`src/rtl/bm_sched.sv`:
```
// bm_sched: issue scheduler for the Box-Muller AWGN pipeline.
// Issues (u0,u1) pairs to the log/sqrt and sinusoidal blocks, delay-matches
// g0/g1 to f, and queues {f,g0,g1} in a credit-protected output FIFO.
// Optional build macro BM_SCHED_STATS_EN adds stall/starve cycle counters.
module bm_sched #(
  parameter int SINO_LAT   = 2,
  parameter int F_LAT      = 6,
  parameter int U0_W       = 48,
  parameter int F_W        = 17,
  parameter int FIFO_DEPTH = 4,
  parameter int CNT_W      = 32
) (
  input  logic                    clk,
  input  logic                    rst_n,
  input  logic                    start,
  input  logic                    stop,
  input  logic [CNT_W-1:0]        num_samples,
  input  logic                    urng_valid,
  input  logic [U0_W-1:0]         urng_u0,
  input  logic [15:0]             urng_u1,
  output logic                    urng_ready,
  output logic [15:0]             sino_u1,
  output logic [U0_W-1:0]         fs_u0,
  input  logic signed [15:0]      sino_g0,
  input  logic signed [15:0]      sino_g1,
  input  logic [F_W-1:0]          fs_f,
  output logic                    out_valid,
  input  logic                    out_ready,
  output logic [F_W-1:0]          out_f,
  output logic signed [15:0]      out_g0,
  output logic signed [15:0]      out_g1,
  output logic                    busy,
`ifdef BM_SCHED_STATS_EN
  output logic [CNT_W-1:0]        stall_cnt,
  output logic [CNT_W-1:0]        starve_cnt,
`endif
  output logic                    done
);

  localparam int G_DLY = F_LAT - SINO_LAT;
  localparam int PTR_W = $clog2(FIFO_DEPTH);
  localparam int INF_W = $clog2(F_LAT + 1);
  localparam int OCC_W = $clog2(F_LAT + FIFO_DEPTH + 1);

  typedef enum logic [1:0] {
    ST_IDLE  = 2'd0,
    ST_RUN   = 2'd1,
    ST_DRAIN = 2'd2
  } state_t;

  state_t                  r_state;
  state_t                  w_state_nxt;
  logic                    r_done;
  logic [CNT_W-1:0]        r_issued;
  logic [F_LAT-1:0]        r_tag;       // bit i = sample at pipeline stage i+1
  logic [15:0]             r_sino_u1;
  logic [U0_W-1:0]         r_fs_u0;
  logic [INF_W-1:0]        w_inflight;
  logic                    w_issue;
  logic                    w_last;
  logic                    w_credit_ok;
  logic                    w_push;
  logic                    w_pop;
  logic signed [15:0]      w_g0_d;
  logic signed [15:0]      w_g1_d;

  logic [F_W-1:0]          r_f_mem  [FIFO_DEPTH];
  logic signed [15:0]      r_g0_mem [FIFO_DEPTH];
  logic signed [15:0]      r_g1_mem [FIFO_DEPTH];
  logic [PTR_W:0]          r_wptr;
  logic [PTR_W:0]          r_rptr;
  logic [PTR_W:0]          w_count;

  // In-flight sample count: population count of the tag pipeline.
  always_comb begin
    w_inflight = {INF_W{1'b0}};
    for (int i = 0; i < F_LAT; i++) begin
      w_inflight = w_inflight + INF_W'(r_tag[i]);
    end
  end

  assign w_count     = r_wptr - r_rptr;
  // Everything in flight must still fit in the FIFO if the consumer stalls.
  assign w_credit_ok = (OCC_W'(w_inflight) + OCC_W'(w_count)) < OCC_W'(FIFO_DEPTH);
  assign w_last      = (num_samples != {CNT_W{1'b0}}) && (r_issued == num_samples);
  assign urng_ready  = (r_state == ST_RUN) && w_credit_ok && !w_last;
  assign w_issue     = urng_valid && urng_ready;
  assign w_push      = r_tag[F_LAT-1];
  assign w_pop       = out_valid && out_ready;

  // Burst sequencing: next-state decode.
  always_comb begin
    w_state_nxt = r_state;
    case (r_state)
      ST_IDLE: begin
        if (start && !stop) w_state_nxt = ST_RUN;
        else                w_state_nxt = ST_IDLE;
      end
      ST_RUN: begin
        if (stop || w_last) w_state_nxt = ST_DRAIN;
        else                w_state_nxt = ST_RUN;
      end
      ST_DRAIN: begin
        if ((w_inflight == {INF_W{1'b0}}) && (w_count == {(PTR_W+1){1'b0}})) w_state_nxt = ST_IDLE;
        else                                                                  w_state_nxt = ST_DRAIN;
      end
      default: w_state_nxt = ST_IDLE;
    endcase
  end

  // State register, done pulse and issued-sample counter.
  always_ff @(posedge clk or negedge rst_n) begin
    if (!rst_n) begin
      r_state  <= ST_IDLE;
      r_done   <= 1'b0;
      r_issued <= {CNT_W{1'b0}};
    end else begin
      r_state <= w_state_nxt;
      r_done  <= (r_state == ST_DRAIN) && (w_state_nxt == ST_IDLE);
      if ((r_state == ST_IDLE) && (w_state_nxt == ST_RUN)) r_issued <= {CNT_W{1'b0}};
      else if (w_issue)                                     r_issued <= r_issued + {{(CNT_W-1){1'b0}}, 1'b1};
    end
  end

  // Issue registers towards the two math blocks plus the valid-tag pipeline.
  always_ff @(posedge clk or negedge rst_n) begin
    if (!rst_n) begin
      r_sino_u1 <= 16'd0;
      r_fs_u0   <= {U0_W{1'b0}};
      r_tag     <= {F_LAT{1'b0}};
    end else begin
      if (w_issue) begin
        r_sino_u1 <= urng_u1;
        r_fs_u0   <= urng_u0;
      end
      r_tag <= {r_tag[F_LAT-2:0], w_issue};
    end
  end

  // g0/g1 captured when the tag reaches the sinusoid stage, then aligned to f.
  generate
    if (G_DLY > 0) begin : g_dly_gen
      logic signed [15:0] r_g0_dly [G_DLY];
      logic signed [15:0] r_g1_dly [G_DLY];
      // Delay line; stage 0 loads only when a sample's sinusoid result is valid.
      always_ff @(posedge clk or negedge rst_n) begin
        if (!rst_n) begin
          for (int i = 0; i < G_DLY; i++) begin
            r_g0_dly[i] <= 16'sd0;
            r_g1_dly[i] <= 16'sd0;
          end
        end else begin
          if (r_tag[SINO_LAT-1]) begin
            r_g0_dly[0] <= sino_g0;
            r_g1_dly[0] <= sino_g1;
          end
          for (int i = 1; i < G_DLY; i++) begin
            r_g0_dly[i] <= r_g0_dly[i-1];
            r_g1_dly[i] <= r_g1_dly[i-1];
          end
        end
      end
      assign w_g0_d = r_g0_dly[G_DLY-1];
      assign w_g1_d = r_g1_dly[G_DLY-1];
    end else begin : g_nodly_gen
      assign w_g0_d = sino_g0;
      assign w_g1_d = sino_g1;
    end
  endgenerate

  // Output FIFO storage and pointers; credit issue guarantees no push when full.
  always_ff @(posedge clk or negedge rst_n) begin
    if (!rst_n) begin
      r_wptr <= {(PTR_W+1){1'b0}};
      r_rptr <= {(PTR_W+1){1'b0}};
      for (int i = 0; i < FIFO_DEPTH; i++) begin
        r_f_mem[i]  <= {F_W{1'b0}};
        r_g0_mem[i] <= 16'sd0;
        r_g1_mem[i] <= 16'sd0;
      end
    end else begin
      if (w_push) begin
        r_f_mem[r_wptr[PTR_W-1:0]]  <= fs_f;
        r_g0_mem[r_wptr[PTR_W-1:0]] <= w_g0_d;
        r_g1_mem[r_wptr[PTR_W-1:0]] <= w_g1_d;
        r_wptr <= r_wptr + {{PTR_W{1'b0}}, 1'b1};
      end
      if (w_pop) begin
        r_rptr <= r_rptr + {{PTR_W{1'b0}}, 1'b1};
      end
    end
  end

`ifdef BM_SCHED_STATS_EN
  logic [CNT_W-1:0] r_stall_cnt;
  logic [CNT_W-1:0] r_starve_cnt;

  // Saturating stall/starve counters, cleared at the start of each burst.
  always_ff @(posedge clk or negedge rst_n) begin
    if (!rst_n) begin
      r_stall_cnt  <= {CNT_W{1'b0}};
      r_starve_cnt <= {CNT_W{1'b0}};
    end else if ((r_state == ST_IDLE) && (w_state_nxt == ST_RUN)) begin
      r_stall_cnt  <= {CNT_W{1'b0}};
      r_starve_cnt <= {CNT_W{1'b0}};
    end else if (r_state == ST_RUN) begin
      if (urng_valid && !urng_ready && (r_stall_cnt != {CNT_W{1'b1}}))
        r_stall_cnt <= r_stall_cnt + {{(CNT_W-1){1'b0}}, 1'b1};
      if (!urng_valid && (r_starve_cnt != {CNT_W{1'b1}}))
        r_starve_cnt <= r_starve_cnt + {{(CNT_W-1){1'b0}}, 1'b1};
    end
  end

  assign stall_cnt  = r_stall_cnt;
  assign starve_cnt = r_starve_cnt;
`endif

  assign sino_u1   = r_sino_u1;
  assign fs_u0     = r_fs_u0;
  assign out_valid = (w_count != {(PTR_W+1){1'b0}});
  assign out_f     = r_f_mem[r_rptr[PTR_W-1:0]];
  assign out_g0    = r_g0_mem[r_rptr[PTR_W-1:0]];
  assign out_g1    = r_g1_mem[r_rptr[PTR_W-1:0]];
  assign busy      = (r_state != ST_IDLE);
  assign done      = r_done;

endmodule
```
`config.mk`:
```
export PLATFORM = sky130hd
export DESIGN_NAME = bm_sched
export DESIGN_NICKNAME = d
export VERILOG_FILES = /design/src/rtl/bm_sched.sv
export SDC_FILE = /design/constraint.sdc
export NUM_CORES = 1
export LEC_CHECK = 0
export BUFFER_PORTS_ARGS = -buffer_cell sky130_fd_sc_hd__buf_4
export CAP_MARGIN = 30
export CORE_MARGIN = 5
export CORE_UTILIZATION = 51
export DETAILED_ROUTE_END_ITERATION = 10
export GPL_TIMING_DRIVEN = 0
export PLACE_DENSITY = 0.78
export SLEW_MARGIN = 20
export SYNTH_ARGS = -nofsm -noshare
export SYNTH_HDL_FRONTEND = slang
export SYNTH_SLANG_ARGS = --single-unit
```
`constraint.sdc`:
```
create_clock -name clk -period 3.62 [get_ports clk]
set_input_delay 0.362 -clock clk [delete_from_list [all_inputs] [get_ports clk]]
set_output_delay 0.362 -clock clk [all_outputs]
set_load 0.1 [all_outputs]
```
* After elaboration in Yosys (flattened, before gate mapping)
Cells that the tools add are included.
** Operators by class
- $add $sub $neg :: 10
- Order comparisons :: 4
- Equal/unequal tests :: 4
- Muxes and demuxes :: 22
- Bitwise operators :: 2
- Reductions and logical operators :: 21
** Operator list (count)
- bitwise mux 64 bit :: 2
- 2-to-1 mux 16 bit :: 5
- bitwise mux 68 bit :: 1
- binary-select mux 16 bit (select 2 bit) :: 2
- 2-to-1 mux 32 bit :: 2
- 2-to-1 mux 17 bit :: 3
- binary-select mux 17 bit (select 2 bit) :: 1
- demux 17 bit (select 2 bit) :: 1
- adder 32 x 1 -> 32 bit (second input constant) :: 1
- demux 16 bit (select 2 bit) :: 1
- == test 32 bit :: 1
- nonzero test 32 bit :: 1
- logical AND 1 bit :: 10
- adder 3 x 1 -> 3 bit :: 3
- adder 3 x 1 -> 3 bit (second input constant) :: 2
- >= comparator 3 bit (second input constant) :: 2
- logical NOT 3 bit :: 2
- NOT 2 -> 3 bit :: 2
- case mux 2 bit (3 select lines) :: 1
- adder 3 x 3 -> 4 bit :: 1
- == test 2 x 1 -> 1 bit (second input constant) :: 2
- logical NOT 2 bit :: 2
- < comparator 4 x 3 -> 1 bit (second input constant) :: 1
- 2-to-1 mux 2 bit :: 2
- other kinds (10) :: 12
** Storage, ports and cells
- Register bits :: 435
- Input port bits :: 151
- Output and inout port bits :: 117
- Logic and storage cells :: 91

* Logic depth before layout (Yosys ltp)
Gate-level depths: netlist (run 1).
- Depth in word-level cells :: 12
- Mapped depth :: 15
- Depth with buffers taken out :: 13

* Worst setup path after synthesis (run 1)
Ideal clock, no wire load.
- Path type :: register to output
- Start :: register r_tag[0]
- End :: output port urng_ready
- Data arrival time :: 3883 ps
- Data required time :: 3258 ps
- Setup slack :: -625 ps
- Stages on the path, launching flop included :: 11
- Path through :: dfrtp_1 -> fa_1 -> inv_1 -> fa_1 -> inv_1 -> ha_1 -> fa_1 -> ha_1 -> nor3_2 -> o21ai_0 -> nor2_1
** On the way
- Longest elaborated chain between the ends :: 9
** Ends and longest elaborated chain
- from (decl) :: line 55 : logic [F_LAT-1:0] r_tag;
- from (signal assigned) :: line 130 : r_tag <= {F_LAT{1'b0}};
- from (signal assigned) :: line 136 : r_tag <= {r_tag[F_LAT-2:0], w_issue};
- adder 1 x 1 -> 2 bit :: line 78 : w_inflight = w_inflight + INF_W'(r_tag[i]);
- adder 2 x 1 -> 3 bit :: line 78
- adder 3 x 1 -> 3 bit (3 in a row) :: line 78
- adder 3 x 3 -> 4 bit :: line 84 : assign w_credit_ok = (OCC_W'(w_inflight) + OCC_W'(w_count)) < OCC_W'(FIFO_DEPTH);
- < comparator 4 x 3 -> 1 bit :: line 84
- logical AND 1 bit (2 in a row) :: line 86 : assign urng_ready = (r_state == ST_RUN) && w_credit_ok && !w_last;
- to (decl) :: line 21 : output logic urng_ready,
No other way between the ends.

* Worst setup path in the final report (run 1)
- Start :: register r_tag[3]
- End :: register r_issued[29]
** On the way
- Longest elaborated chain between the ends :: 10
** Ends and longest elaborated chain
- adder 3 x 1 -> 3 bit * (3 in a row) :: line 78
- parallel branches: the longest is 7 deep, another holds adder 3 x 3 -> 4 bit
- to (signal assigned) :: line 116 : r_issued <= {CNT_W{1'b0}};
- to (signal assigned) :: line 120 : if ((r_state == ST_IDLE) && (w_state_nxt == ST_RUN)) r_issued <= {CNT_W{1'b0}};
- to (signal assigned) :: line 121 : else if (w_issue) r_issued <= r_issued + {{(CNT_W-1){1'b0}}, 1'b1};
- to (decl) :: line 54 : logic [CNT_W-1:0] r_issued;
Every way passes the cells marked *.
A chain may end at the register's enable or synchronous reset.

==> impl_metrics.toml, run 1 <==
[timing]
setup_viol_count_final = 89
timing.final.max_slew_violations = 0
layout_setup_ws_ns = -0.256
slew_headroom_pct = 39.9
worst_pin_slew_ns = 0.901
skew_ns = 0.0207
period_share_pct = 107
fin_crit_ns = 3.88
hold_slack_ns = 0.0385
final.setup.tns_ns = -11.09
hold_violations = 0
rsz0062_at_grt = "yes"
clock.fmax_mhz = 258

[routing]
via_count = 10550
ant_nets = 0
dr.pass1.iters = 5
wl_per_cell_um = 21.0
drt-initial-drc-count = 597
vias_per_cell = 5.49
routed_wl_um = 40500
drc = 0

[critical_path]
start_kind = "flop"
worst-path-stages = 15
cp_top_family = "adder cells"
crit_path_end = "r_issued[29]"
path_class = "flop to flop"
end_kind = "flop"
required_ns = 4.03
r2r-start = "r_tag[3]"
rrSetupSlack_ns = -0.26
crit_start = "r_tag[3]"
r2r-end = "r_issued[29]"
max_stage_delay_ns = 0.53
slowest_stage = "fa_1"
arrival_ns = 4.28
crit_chain = "fa_1 > inv_1 > fa_1 > inv_1 > ha_2 > fa_2 > ha_4 > nor3_4 > o211a_1 > and3_4 > nand3_4 > clkbuf_16 > buf_4 > o31ai_2 > a21oi_2"
worst-path-buf-inv = 4
r2r_cells = 15
crit_fanout = 5

[synth]
synth_top_family_by_area = "multiplexers"
synth-edff-count = 0
syn-cell-area_sq_um = 17400
synth_compound_area_share_pct = 2.37
synthCells = 1087
ys_types = 39
yosys_warnings = 0
synth_mux_area_share_pct = 26.1
syn_nets = 1252
yosys.area_share.simple_pct = 3.99
synthFlopType = "dfrtp_1"
synthArstFlopShare_pct = 100
avgSynthCellArea_sq_um = 16.0
ys_ff_latch = 435
synth-xor-area-share_pct = 1.92
yosysSeqAreaShare_pct = 62.7
synth_adder_area_share_pct = 1.18

[layout]
diodes = 0
area_delta_synth_final_pct = 31.2
register_area_sq_um = 10900
multiInputGateArea_sq_um = 6650
drive_above_1_share_pct = 54.8
fillers = 2261
nets = 1602

[die]
dieWidth_um = 195
io_pins = 268
rows = 67
initial_utilization_pct = 51.7
chipHeight_um = 195
core_area_sq_um = 33600
die-area_sq_um = 37900

[outcome]
violations = "setup timing"
status = "finished, violations left"

[worst_hold_path]
whs_path_depth = 2
hp-class = "input pin to flop"
min-delay-start = "sino_g1[6]"

[clocking]
clockRootBuffer = "clkbuf_16"
clock_latency_ns = 0.55
h-tree-depth = 2
cts_tree = "done"
clkSinkCount = 435
clock_path_buffers = 3
cts_buffers = 46
clk_pin_slew_ns = 0.06

[place]
dp_slack_ns = -0.626
dp_hpwl_um = 27200
port_buffers = 267
place.gp.congestion = 0.912

[global_route]
grt-ovfl-total = 0
grt_pass1_vias = 11738
track_usage_pct = 20.9
grt_max_degree = 102
grt_pass1_wl_um = 64300
antenna_found_initial = 1

[run]
cap_violations = 0
==> per-stage QoR <==
stage	instances	utilization, %	cell area [sq um]
final	1923	67.8	22800
after global routing	1923	67.8	22800
after CTS	1912	66.2	22300
after detailed placement	1807	59.9	20100
after global placement	1802	59.5	20000
after floorplan	1087	-	17400
==> cells in the mapped netlist, types with 2 or more instances <==
cell type / instances / area share [%]
nor4_1: 17 / 0.61
xor2_1: 34 / 1.7
buf_6: 4 / 0.26
mux2_4: 27 / 2.3
xnor2_1: 4 / 0.20
a21oi_1: 30 / 0.86
nor3_2: 2 / 0.12
o31ai_1: 23 / 0.99
and4_1: 2 / 0.10
nand2_1: 22 / 0.48
mux4_2: 49 / 6.4
mux2i_1: 3 / 0.17
nor3_1: 2 / 0.058
fa_1: 4 / 0.46
or3_1: 6 / 0.22
or2_2: 2 / 0.072
buf_2: 7 / 0.20
dfrtp_1: 435 / 63
nand3_1: 15 / 0.43
mux2_2: 266 / 17
clkbuf_1: 34 / 0.73
o21ai_0: 10 / 0.29
inv_1: 14 / 0.30
and3_1: 6 / 0.22
buf_1: 11 / 0.24
ha_1: 10 / 0.72
nor2_1: 6 / 0.13
nand4_1: 9 / 0.32
or4_1: 23 / 0.99
==> layout make-up <==
cell class	instances	area share, %
buffer	54	1.56
clock buffer	67	6.10
clock inverter	19	1.24
inverter	14	0.231
multi-input combinational	582	29.2
sequential	435	47.8
tap	448	2.46
timing repair buffer	304	11.5
==> worst reg2reg max path, cell delays in order, from the launching register on <==
cell and delay (ns):
dfrtp_1 0.40, fa_1 0.53, inv_1 0.05, fa_1 0.50, inv_1 0.05, ha_2 0.17
fa_2 0.36, ha_4 0.23, nor3_4 0.20, o211a_1 0.21, and3_4 0.24, nand3_4 0.12
clkbuf_16 0.19, buf_4 0.16, o31ai_2 0.23, a21oi_2 0.09
==> flip-flops by register name (all words and copies together), names as in the netlist <==
| signal | flops |
|---|---|
| r_rptr | 3 |
| fs_u0 | 48 |
| w_g1_d | 16 |
| r_g1_mem | 64 |
| done | 1 |
| sino_u1 | 16 |
| r_g0_mem | 64 |
| r_issued | 32 |
| w_g0_d | 16 |
| r_tag | 6 |
| r_wptr | 3 |
| g_dly_gen.r_g1_dly | 48 |
| g_dly_gen.r_g0_dly | 48 |
| r_f_mem | 68 |
| r_state | 2 |
==> cell usage in the layout (no fill, tap or decap), types with 10 or more instances in the layout <==
master       n
a21oi_1     11
a21oi_2     19
buf_1       11
buf_12      12
buf_4      274
buf_6       10
clkbuf_1    34
clkbuf_16   52
clkbuf_8    14
dfrtp_1    435
inv_1       14
mux2_2     240
mux2_4      53
mux4_2      49
nand2_1     21
nand3_1     13
nor4_1      17
or4_4       17
xor2_1      34
==> routing by layer <==
| layer | global-route usage [%] | up-vias | routed length, um |
|---|---|---|---|
| li1 | - | 4676 | - |
| met1 | 27.3 | 5471 | 16400 |
| met2 | 35.3 | 350 | 20400 |
| met3 | 5.61 | 51 | 2890 |
| met4 | 5.13 | 2 | 746 |
| met5 | 0 | - | 20 |
==> worst min-delay path by stage <==
stage	to	slack, ns
final	g_dly_gen.r_g1_dly[54]	0.04
after global routing	g_dly_gen.r_g1_dly[59]	0.01
after detailed placement	r_g1_mem[33]	0.32
after global placement	g_dly_gen.r_g0_dly[22]	0.33
after floorplan	done	0.07
after CTS	g_dly_gen.r_g1_dly[54]	0.01
==> logic make-up (layout without fill, tap and decap cells) <==
kind of cell	count (synthesis)	after routing
AOI/OAI and AO/OA	66	66
xor gates and xnor gates	38	38
DFF	435	435
adders and majority gates	14	14
buffers and inverters	71	458
muxes	345	345
and+or+nand+nor	118	119
==> repair_timing <==
action	CTS	global route
pin swaps	18	34
hold endpoints to repair	57	0
hold buffers	2	0
buffers inserted	14	6
gates cloned	4	6
setup endpoints to repair	97	97
gates resized for setup	46	90
Power of run 1 is left out: the tool's default activity adds up to more than one toggle a clock period on the data nets, which glitch-free logic cannot reach.
==> run 2, diff against run 1 <==
--- a/config.mk
+++ b/config.mk
@@ -8,11 +8,12 @@
 export BUFFER_PORTS_ARGS = -buffer_cell sky130_fd_sc_hd__buf_4
 export CAP_MARGIN = 30
 export CORE_MARGIN = 5
-export CORE_UTILIZATION = 51
+export CORE_UTILIZATION = 40
 export DETAILED_ROUTE_END_ITERATION = 10
 export GPL_TIMING_DRIVEN = 0
-export PLACE_DENSITY = 0.78
-export SLEW_MARGIN = 20
+export MAX_ROUTING_LAYER = met4
+export PLACE_DENSITY = 0.64
+export SLEW_MARGIN = 30
 export SYNTH_ARGS = -nofsm -noshare
 export SYNTH_HDL_FRONTEND = slang
 export SYNTH_SLANG_ARGS = --single-unit
==> impl_metrics.toml, run 2 (synthesized netlist as in run 1, its figures left out) <==
[global_route]
grt_pass1_wl_um = 69100
grt-ovfl-total = 0
antenna_found_initial = 5
grt_max_degree = 89
track_usage_pct = 18.8
grt_pass1_vias = 12323

[timing]
hold_violations = 0
period_share_pct = 107
slew_headroom_pct = 36.3
fin_crit_ns = 3.89
layout_setup_ws_ns = -0.268
skew_ns = 0.0161
clock.fmax_mhz = 257
timing.final.max_slew_violations = 0
rsz0062_at_grt = "yes"
worst_pin_slew_ns = 0.955
setup_viol_count_final = 80

[clocking]
clock_latency_ns = 0.58
cts_buffers = 48
clock_path_buffers = 3
clk_pin_slew_ns = 0.05
h-tree-depth = 2
clkSinkCount = 435
cts_tree = "done"
clockRootBuffer = "clkbuf_16"

[place]
dp_hpwl_um = 28000
place.gp.congestion = 0.870
dp.cells = 1944
port_buffers = 267

[critical_path]
end_kind = "flop"
start_kind = "flop"
crit_start = "r_tag[3]"
required_ns = 4.05
path_class = "flop to flop"
crit_fanout = 5
r2r-start = "r_tag[3]"
arrival_ns = 4.32

[routing]
vias_per_cell = 5.11
dr.pass1.iters = 4
drc = 0
wl_per_cell_um = 20.2
drt-initial-drc-count = 600
via_count = 10985
ant_nets = 0
routed_wl_um = 43400

[layout]
nets = 1690
fillers = 3535
final_common_cell = "dfrtp_1"
largest-register = "r_f_mem"
final_cells = 2150
area_delta_synth_final_pct = 35.6
drive_above_1_share_pct = 50.5
reg_top3 = "r_f_mem: 68 flops, r_g0_mem: 64 flops, r_g1_mem: 64 flops"
layout_common_cells = "dfrtp_1, buf_4, mux2_2"
largest_reg_flops = 68

[run]
cap_violations = 0

[die]
dieWidth_um = 218
initial_utilization_pct = 40.4
core_area_sq_um = 43000
rows = 76
die-area_sq_um = 47700
chipHeight_um = 218
io_pins = 268

[worst_hold_path]
min-delay-start = "sino_g1[13]"
hp-class = "input pin to flop"

[outcome]
status = "finished, violations left"
violations = "setup timing"
==> run 2: cell type report <==
class / count / area [sq um] / share of cell area (%)
Sequential cell: 435 / 10900 / 46.2
Inverter: 14 / 52.6 / 0.223
Buffer: 54 / 362 / 1.53
Tap cell: 585 / 732 / 3.11
Timing Repair Buffer: 390 / 3450 / 14.7
Antenna cell: 5 / 12.5 / 0.0531
Clock inverter: 14 / 155 / 0.658
Clock buffer: 71 / 1400 / 5.94
Multi-Input combinational cell: 582 / 6510 / 27.6
==> run 2: final timing paths <==
kind	cells after the start	to	slack, ns
max	15	r_issued[29]	-0.27
max reg2reg	15	r_issued[29]	-0.27
max in group asynchronous	5	fs_u0[39]	1.69
min in group asynchronous	2	r_g1_mem[32]	0.32
min reg2reg	0	g_dly_gen.r_g1_dly[22]	0.34
min	2	g_dly_gen.r_g1_dly[61]	0.03
==> run 2: critical path: stages (launching register included) <==
cell and delay [ns]:
dfrtp_1 0.39, fa_1 0.53, inv_1 0.05, fa_1 0.49, inv_1 0.05, ha_2 0.17
fa_2 0.37, ha_4 0.23, nor3_4 0.19, o211a_1 0.20, and3_4 0.26, nand3_4 0.13
clkbuf_16 0.19, buf_4 0.15, o31ai_1 0.23, a21oi_1 0.10
==> run 2: metal layers <==
layer	up-vias	wire (um)	global-route usage, %
met5	-	0	-
met3	85	2290	3.84
met1	5697	18300	24.2
met4	0	1090	5.80
li1	4880	-	-
met2	323	21600	30.5
==> run 2: what timing repair did <==
item,CTS,global route
setup endpoints to repair,97,95
resized for setup,66,35
hold buffers,91,0
pin swaps,39,10
setup buffers,18,4
hold endpoints to repair,146,0
gates cloned,6,0
==> run 2: per-stage QoR <==
step           utilization (%)  setup WS, ns  hold slack, ns  cell area [sq um]  TNS, ns
3_5_place_dp              47.3        -0.637           0.323              20300   -40.06
4_1_cts                   54.4        -0.320        0.000379              23400   -11.91
2_1_floorplan                -       -0.0867          0.0664              17400   -0.663
5_1_grt                   54.8        -0.395          0.0120              23600   -21.66
6_report                  54.8        -0.268          0.0315              23600   -10.59
3_3_place_gp              47.0         -2.22           0.333              20200  -975.33
Power of run 2 is left out for the same reason.
